--- config.mk ---
export PLATFORM = sky130hd
export DESIGN_NAME = vga_timing_gen
export DESIGN_NICKNAME = d
export VERILOG_FILES = /design/src/rtl/vga_timing_gen.sv
export SDC_FILE = /design/constraint.sdc
export NUM_CORES = 1
export LEC_CHECK = 0
export ABC_AREA = 1
export BUFFER_PORTS_ARGS = -buffer_cell sky130_fd_sc_hd__buf_2
export CAP_MARGIN = 20
export CORE_ASPECT_RATIO = 1.1
export CORE_MARGIN = 1
export CORE_UTILIZATION = 35
export CTS_CLUSTER_SIZE = 10
export DETAILED_ROUTE_END_ITERATION = 12
export HOLD_SLACK_MARGIN = 0.06
export PLACE_DENSITY = 0.63
export SETUP_SLACK_MARGIN = 0.4
export SLEW_MARGIN = 20
export SYNTH_ARGS = -nofsm -noshare
export SYNTH_HDL_FRONTEND = slang
export SYNTH_SLANG_ARGS = --single-unit
--- constraint.sdc ---
create_clock -name CLK_VGA -period 1.8 [get_ports CLK_VGA]
set_input_delay 0.18 -clock CLK_VGA [delete_from_list [all_inputs] [get_ports CLK_VGA]]
set_output_delay 0.18 -clock CLK_VGA [all_outputs]
set_load 0.02 [all_outputs]
--- src/rtl/vga_timing_gen.sv ---
// Raster timing source: free-running pixel/line counters, registered sync and
// active decodes, and a configurable delay line that aligns sync with registered RGB.
module vga_timing_gen #(
  parameter int unsigned H_ACTIVE   = 1280,
  parameter int unsigned H_FP       = 48,
  parameter int unsigned H_SYNC     = 112,
  parameter int unsigned H_BP       = 248,
  parameter int unsigned V_ACTIVE   = 1024,
  parameter int unsigned V_FP       = 1,
  parameter int unsigned V_SYNC     = 3,
  parameter int unsigned V_BP       = 38,
  parameter bit          SYNC_POL   = 1'b1,
  parameter int unsigned PIPE_DELAY = 1
) (
  input  logic        CLK_VGA,
  input  logic        RESET,
  output logic [11:0] VGA_horzCoord,
  output logic [11:0] VGA_vertCoord,
  output logic        VGA_HS,
  output logic        VGA_VS,
  output logic        VGA_active,
  output logic        line_end,
  output logic        frame_start,
  output logic [15:0] frame_count
);

  localparam int unsigned H_TOTAL = H_ACTIVE + H_FP + H_SYNC + H_BP;
  localparam int unsigned V_TOTAL = V_ACTIVE + V_FP + V_SYNC + V_BP;

  if (H_TOTAL > 4096 || V_TOTAL > 4096 || PIPE_DELAY > 7) begin : g_bad_params
    $error("vga_timing_gen: totals must fit 12 bits and PIPE_DELAY must be 0..7");
  end

  localparam logic [11:0] H_LAST      = 12'(H_TOTAL - 1);
  localparam logic [11:0] V_LAST      = 12'(V_TOTAL - 1);
  localparam logic [11:0] H_ACT_END   = 12'(H_ACTIVE);
  localparam logic [11:0] V_ACT_END   = 12'(V_ACTIVE);
  localparam logic [11:0] H_SYNC_BEG  = 12'(H_ACTIVE + H_FP);
  localparam logic [11:0] H_SYNC_END  = 12'(H_ACTIVE + H_FP + H_SYNC);
  localparam logic [11:0] V_SYNC_BEG  = 12'(V_ACTIVE + V_FP);
  localparam logic [11:0] V_SYNC_END  = 12'(V_ACTIVE + V_FP + V_SYNC);
  localparam logic [2:0]  IDLE_VEC    = {~SYNC_POL, ~SYNC_POL, 1'b0};

  logic [11:0] h_q, h_d, v_q, v_d;
  logic [15:0] fc_q;
  logic        run_q;
  logic        h_wrap, v_wrap, frame_wrap;
  logic        hs_raw_q, vs_raw_q, act_raw_q, line_end_q, frame_start_q;
  logic        hs_raw_d, vs_raw_d, act_raw_d, line_end_d, frame_start_d;

  // Counters hold at (0,0) for the first cycle after reset so that cycle shows
  // frame_start; from then on they free-run.
  always_comb begin
    h_wrap     = (h_q == H_LAST);
    v_wrap     = (v_q == V_LAST);
    frame_wrap = run_q && h_wrap && v_wrap;
    h_d        = h_q;
    v_d        = v_q;
    if (run_q) begin
      h_d = h_wrap ? 12'd0 : h_q + 12'd1;
      if (h_wrap) begin
        v_d = v_wrap ? 12'd0 : v_q + 12'd1;
      end
    end
  end

  always_comb begin
    hs_raw_d      = ((h_d >= H_SYNC_BEG) && (h_d < H_SYNC_END)) ? SYNC_POL : ~SYNC_POL;
    vs_raw_d      = ((v_d >= V_SYNC_BEG) && (v_d < V_SYNC_END)) ? SYNC_POL : ~SYNC_POL;
    act_raw_d     = (h_d < H_ACT_END) && (v_d < V_ACT_END);
    line_end_d    = (h_d == H_LAST);
    frame_start_d = (h_d == 12'd0) && (v_d == 12'd0);
  end

  always_ff @(posedge CLK_VGA) begin
    if (RESET) begin
      h_q           <= 12'd0;
      v_q           <= 12'd0;
      run_q         <= 1'b0;
      fc_q          <= 16'd0;
      hs_raw_q      <= ~SYNC_POL;
      vs_raw_q      <= ~SYNC_POL;
      act_raw_q     <= 1'b0;
      line_end_q    <= 1'b0;
      frame_start_q <= 1'b0;
    end else begin
      h_q           <= h_d;
      v_q           <= v_d;
      run_q         <= 1'b1;
      hs_raw_q      <= hs_raw_d;
      vs_raw_q      <= vs_raw_d;
      act_raw_q     <= act_raw_d;
      line_end_q    <= line_end_d;
      frame_start_q <= frame_start_d;
      if (frame_wrap) begin
        fc_q <= fc_q + 16'd1;
      end
    end
  end

  logic [2:0] raw_vec;
  logic [2:0] dly_out;
  assign raw_vec = {hs_raw_q, vs_raw_q, act_raw_q};

  if (PIPE_DELAY == 0) begin : g_nodly
    assign dly_out = raw_vec;
  end else begin : g_dly
    for (genvar gi = 0; gi < PIPE_DELAY; gi++) begin : g_stage
      logic [2:0] q;
      logic [2:0] src;
      if (gi == 0) begin : g_first
        assign src = raw_vec;
      end else begin : g_next
        assign src = g_stage[gi-1].q;
      end
      always_ff @(posedge CLK_VGA) begin
        if (RESET) q <= IDLE_VEC;
        else       q <= src;
      end
    end
    assign dly_out = g_stage[PIPE_DELAY-1].q;
  end

  assign VGA_horzCoord = h_q;
  assign VGA_vertCoord = v_q;
  assign VGA_HS        = dly_out[2];
  assign VGA_VS        = dly_out[1];
  assign VGA_active    = dly_out[0];
  assign line_end      = line_end_q;
  assign frame_start   = frame_start_q;
  assign frame_count   = fc_q;

endmodule

# Word level (Yosys, flattened, before mapping)
# Cells that the tools add are included.
# word_totals
reg_bits	49
out_inout_bits	45
elab_cells	38
# classes
n_addsub	3
order_cmp	6
n_eq_ne	3
n_mux	8
reduce_logical	8
# op_table
cell	n
12-bit 2-to-1 mux	5
12-bit by 11-bit less-than comparator with 1-bit output, second input constant	4
12-bit by 11-bit == test with 1-bit output, second input constant	3
12-bit by 1-bit adder with 12-bit output, second input constant	2
12-bit by 11-bit greater-or-equal comparator with 1-bit output, second input constant	2
12-bit zero test	2
16-bit by 1-bit adder with 16-bit output, second input constant	1
1-bit logical AND	6
1-bit 2-to-1 mux	3

# Longest topological paths before layout
# Gate-level depths: netlist of run 1.
# logic_depth
ltp_word	7
depth_mapped	14

# Worst setup path after synthesis of run 1
# No wires, ideal clock.
# synth_path
kind	reg-to-reg
start	register h_q[0], in the netlist VGA_horzCoord[0]
end	register fc_q[11], in the netlist frame_count[11]
arrival_ns	1.749
required_ns	1.685
path_slack_ns	-0.064
path_stages_with_launch	13
n_path_buf	0
period_less_slack_ns	1.864
path_cell_list	dfxtp_1 > ha_1 > nand2_1 > nor2_1 > nand2_1 > nor2_4 > nand3_2 > nor3_2 > nand2_1 > inv_1 > nand3_1 > nand2_1 > nor2_1
# synth_between
elab_chain_len	3
# synth_lines
element	line	text
start: declaration	44	logic [11:0] h_q, h_d, v_q, v_d;
start signal: assignment	77	h_q <= 12'd0;
start signal: assignment	87	h_q <= h_d;
12-bit by 11-bit == test with 1-bit output	54	h_wrap = (h_q == H_LAST);
1-bit logical AND (2 in series)	56	frame_wrap = run_q && h_wrap && v_wrap;
end signal: assignment	96	fc_q <= fc_q + 16'd1;
end: declaration	45	logic [15:0] fc_q;
# No other way between the ends.
# A chain may end at the register's enable or synchronous reset.

# Worst setup path after layout of run 1
# layout_path
start	register h_q[1], in the netlist VGA_horzCoord[1]
end	register fc_q[2], in the netlist frame_count[2]
# The elaborated chain is that of the path after synthesis.

==> results of run 1 <==
## cell usage after synthesis (2+ instances only)
master	number
buf_2	2
xnor2_1	2
nand4_1	14
nor2_2	4
nand2_1	112
inv_1	66
nor2_1	72
nand3_2	6
nor3_1	14
a21oi_1	16
inv_2	4
xor2_1	4
dfxtp_1	49
nor4_1	3
nand3_1	33
o21ai_0	15
clkbuf_1	4
nor3_2	2
nand2_2	2
nor2_4	2
ha_1	4
nor3b_1	2
## worst max-delay path: stages, from the launching register on
cell	delay (ns)
dfxtp_4	0.37
ha_4	0.14
nand2_4	0.06
nor3_4	0.21
buf_6	0.15
nand2_4	0.06
nor2_4	0.10
nand2_4	0.07
buf_4	0.13
buf_6	0.12
inv_6	0.06
nand2_2	0.06
o21ai_2	0.13
a21oi_1	0.05
## through the flow
stage	setup slack [ns]	power [µW]	hold WS [ns]	instance area, µm²	setup TNS (ns)
floorplan	0.113	1190	0.256	2910	0
global placement	-0.0587	1230	0.392	3480	-0.0899
detailed placement	-0.0610	1230	0.398	3480	-0.0965
CTS	0.0145	2020	0.188	3980	0
global route	-0.133	2080	0.208	4250	-0.746
finish	-0.0256	2000	0.198	4250	-0.0699
## worst paths after layout
kind | to | slack, ns | cells past startpoint
worst max-delay path | frame_count[2] | -0.03 | 13
worst min-delay path | run_q | 0.20 | 2
worst max register to register | frame_count[2] | -0.03 | 13
worst min register to register | dly_out[0] | 0.41 | 2
## sequential cells by signal (all words and copies together), names as in the netlist
register / flops
VGA_horzCoord: 12
VGA_vertCoord: 12
act_raw_q: 1
dly_out: 3
frame_count: 16
frame_start: 1
hs_raw_q: 1
line_end: 1
run_q: 1
vs_raw_q: 1
## per-layer routing
layer	vias up	share of wire, %	track usage [%]
met5	-	0	0
met1	1503	42	25.7
met3	23	4.8	3.03
met4	0	3.0	9.31
met2	102	50	38.4
li1	1591	-	-
## what timing repair did
| item | 4_1_cts | 5_1_grt |
|---|---|---|
| resized for setup | 76 | 57 |
| pin swaps | 35 | 19 |
| endpoints found under the setup margin | 34 | 42 |
| buffers inserted | 19 | 8 |
## cells by family (layout without fill, tap and decap cells)
group / count (synthesis) / after routing / share of synthesized area (%)
fa+ha+maj: 4 / 4 / 1.80
xor+xnor: 7 / 7 / 2.47
buf+inv: 78 / 183 / 10.9
simple gates: 267 / 267 / 43.4
compound gates: 34 / 34 / 6.25
flops: 49 / 49 / 35.2
## power groups by stage
stage	clock network, µW	logic [µW]	registers, µW
final	788	115	1100
after global routing	850	127	1100
after CTS	805	111	1100
after detailed placement	0	103	1130
after global placement	0	100	1130
after floorplan	0	54.4	1140
## cell type report
type	count	share of cell area, %
clock buffer	6	2.21
clock inverter	2	0.324
inverter	71	6.40
multi-input combinational	312	46.5
sequential	49	24.2
tap	105	3.09
timing repair buffer	104	17.2
==> out/metrics.cfg, run 1 <==
[power_and_ir_drop]
power_frac_clock_pct = 39.4
irDropWorstVdd_mv = 0.363
p_leak_uw = 0.00201
p_per_area_mw_per_mm2 = 471
seqPwrFrac_pct = 54.9
switching_share_pct = 25.6
switchingPower_uw = 511
p_comb_share_pct = 5.7
intPower_uw = 1490

[die]
rows = 33
core_mm2 = 0.00760
io_pins = 47
die_w_um = 87.0
start_util_pct = 36.6
die_h_um = 95.5
fp.dieArea_mm2 = 0.00832

[cells_and_area]
fillCellCount = 735
final_nets = 549
multiInputGateArea_mm2 = 0.00198
final_cell_count_no_fill = 649
final_common_cell = nand2_1
area_growth_pct = 52.5
drive_above_1_share_pct = 47.1
final_cell_mix = nand2_1, inv_1, nor2_1, buf_2, buf_4
final_util_pct = 55.9
diodes = 0
seqCellArea_mm2 = 0.00103

[worst_setup_path]
r2r-start = VGA_horzCoord[1]
cp.required_ns = 2.01
cp-end-kind = flip-flop
setup.worst_path.start_class = flip-flop
setup.worst_path.start = VGA_horzCoord[1]
worstSetupPathType = reg -> reg
path_max_fanout = 4
arrival_ns = 2.04

[clocking]
hold_buffers = 0
clkTransAtPathRegs_ns = 0.11
insertion_delay_ns = 0.32
cts_max_path_buffers = 2
numCtsBuffers = 5
clockRootBuffer = clkbuf_8
htree_levels = 2
cts_tree = yes
numClockSinks = 49

[outcome]
outcome = finished with violations
failed_checks = setup timing

[sta]
tightest_slew_ns = 0.400
post-route-period-util_pct = 101
min_period_ns = 1.83
slew_headroom_pct = 73.3
drv_slew = 0
setup_violations = 4
finalHoldViolCount = 0
setup_ws_ns = -0.0256
fin_skew_ns = 0.0126
clock.fmax_mhz = 548
rsz0062_at_grt = yes

[synthesis]
synth_seq_cells = 49
syn-mean-instance-area_um2 = 6.34
synthTopCellsByArea = dfxtp_1, nand2_1, nor2_1
ys_types = 29
netlist_area_mm2 = 0.00278
yosysSeqAreaShare_pct = 35.2
synth_edf_count = 0
synth_top_cell_area_share_pct = 35.2
ys.flop_type = dfxtp_1
async_flop_share_pct = 0
yosysWarnings = 0
synthCells = 439
synth_area_leader_cell = dfxtp_1
synth_nets = 445

[route]
ant_nets = 0
route.vias.total = 3219
viasPerCell = 4.96
drc = 0
firstDrtPassIters = 4
totalWireLength_um = 8580
drtIter0Drc = 126
drt-wirelength-per-cell_um = 13.2

[job]
cap_violations = 0

[global_route]
grt_pass1_wl_um = 13900
overflow = 0
grt_antenna_before_repair = 0
grt_pass1_vias = 3000
grt_start_max_net_pins = 31
grt_usage_pct = 21.6

[placed_design]
gp_congestion = 0.950
dpl.cell_count = 614
dp_hpwl_um = 6090
io_buffers = 46

[worst_hold_path]
holdCritPathClass = in -> reg
min-delay-start = RESET

No activity file was read; power rests on OpenSTA's default activity.
==> run 2: changes to the inputs <==
--- a/config.mk
+++ b/config.mk
@@ -8,9 +8,10 @@
 export ABC_AREA = 1
 export BUFFER_PORTS_ARGS = -buffer_cell sky130_fd_sc_hd__buf_2
 export CAP_MARGIN = 20
-export CORE_ASPECT_RATIO = 1.1
+export CORE_ASPECT_RATIO = 1.5
 export CORE_MARGIN = 1
 export CORE_UTILIZATION = 35
+export CTS_BUF_LIST = sky130_fd_sc_hd__clkbuf_8 sky130_fd_sc_hd__clkbuf_16
 export CTS_CLUSTER_SIZE = 10
 export DETAILED_ROUTE_END_ITERATION = 12
 export HOLD_SLACK_MARGIN = 0.06
==> out/metrics.cfg, run 2 (synthesis results as in run 1) <==
[clocking]
cts_tree = yes
hold_buffers = 0
numClockSinks = 49
cts_max_path_buffers = 2
insertion_delay_ns = 0.29
numCtsBuffers = 5
clockRootBuffer = clkbuf_16
clkTransAtPathRegs_ns = 0.06
htree_levels = 2

[global_route]
grt_pass1_vias = 2957
grt_pass1_wl_um = 13300
grt_start_max_net_pins = 31
grt_usage_pct = 20.8
overflow = 0
grt_antenna_before_repair = 0

[sta]
slew_headroom_pct = 75.2
fin_skew_ns = 0.00491
setup_violations = 0
post-route-period-util_pct = 99.8
tns_ns = 0
finalHoldViolCount = 0
min_period_ns = 1.80
hold_ws_ns = 0.223
clock.fmax_mhz = 557
tightest_slew_ns = 0.372
rsz0062_at_grt = yes
drv_slew = 0

[worst_hold_path]
holdCritPathClass = in -> reg

[cells_and_area]
largest_register_ffs = 16
diodes = 0
final_common_cell = nand2_1
final_nets = 543
fillCellCount = 708
area_growth_pct = 57.4
multiInputGateArea_mm2 = 0.00207
drive_above_1_share_pct = 48.3
final_cell_mix = nand2_1, inv_1, nor2_1, buf_2, buf_4
final_cell_count_no_fill = 640
seqCellArea_mm2 = 0.00103

[die]
fp.dieArea_mm2 = 0.00832
rows = 39
start_util_pct = 36.3
die_h_um = 111
die_w_um = 74.8
io_pins = 47
core_mm2 = 0.00766

[outcome]
outcome = finished clean

[worst_setup_path]
worstSetupPathType = reg -> reg
crit_slowest_cell = dfxtp_2
crit_buf_inv = 2
cp-end-kind = flip-flop
setup.worst_path.start_class = flip-flop
max_stage_delay_ns = 0.39
path_max_fanout = 6
r2r_slack_ns = 0.003
arrival_ns = 2.02
cp.required_ns = 2.03
crit_chain = nand2_1 -> nor2_2 -> nand2_2 -> nor2_4 -> nand3_4 -> nor3_4 -> buf_4 -> buf_6 -> o21ai_2 -> a21oi_1
crit_family = simple AND/OR/NAND/NOR gates

[power_and_ir_drop]
p_leak_uw = 0.00212
power_uw = 2260
p_per_area_mw_per_mm2 = 517
irDropWorstVdd_mv = 0.372

[route]
totalWireLength_um = 8860
ant_nets = 0
route.vias.total = 3158
drc = 0
drt-wirelength-per-cell_um = 13.8
firstDrtPassIters = 4
viasPerCell = 4.93
drtIter0Drc = 107

[placed_design]
io_buffers = 46
dpl.cell_count = 604
gp_congestion = 0.971
dp_hpwl_um = 6230

[job]
cap_violations = 0

-- run 2: cell types whose count changed in the layout (fill, tap and decap cells not counted), moves of 3 or more --
cell,change
nand2_1,-7
clkbuf_8,-4
clkbuf_16,+5
inv_4,+4
nand2_4,+6
nor3_4,+3
inv_2,-4
buf_4,-8
-- run 2: worst paths after layout --
kind,to,start,depth (start not counted)
max,frame_count[5],VGA_horzCoord[4],10
min,run_q,RESET,2
max reg2reg,frame_count[5],VGA_horzCoord[4],10
min reg2reg,dly_out[2],hs_raw_q,2
-- run 2: power by group --
group / total, µW / switching (µW) / internal [µW]
registers: 1100 / 8.46 / 1090
clock network: 1050 / 414 / 633
logic: 118 / 77.9 / 40.3
-- run 2: cell type report --
| cell class | instances | share of cell area, % |
|---|---|---|
| Clock buffer | 7 | 3.74 |
| Tap cell | 102 | 2.91 |
| Timing Repair Buffer | 98 | 15.8 |
| Sequential cell | 49 | 23.4 |
| Inverter | 71 | 6.77 |
| Multi-Input combinational cell | 312 | 47.3 |
| Clock inverter | 1 | 0.0856 |
-- run 2: layer usage --
| metal | part of all wire (%) | track usage (%) | up-vias |
|---|---|---|---|
| met5 | 0 | 0 | - |
| met3 | 3.3 | 2.82 | 32 |
| li1 | - | - | 1579 |
| met4 | 4.2 | 11.4 | 0 |
| met1 | 38 | 22.8 | 1463 |
| met2 | 54 | 36.9 | 84 |
-- run 2: per-stage QoR --
stage | util (%) | setup slack (ns) | cell area [µm²]
final | 57.2 | 0.00312 | 4380
after global routing | 57.2 | -0.130 | 4380
after CTS | 51.1 | 0.0286 | 3920
after detailed placement | 44.5 | -0.177 | 3410
after global placement | 44.5 | -0.185 | 3410
after floorplan | - | 0.113 | 2910
-- run 2: timing repair --
action / 4_1_cts / 5_1_grt
setup buffers: 16 / 12
endpoints found under the hold margin: 0 / 0
pin swaps: 31 / 31
gates resized for setup: 67 / 101
setup endpoints to repair: 39 / 43
cloned: 0 / 0
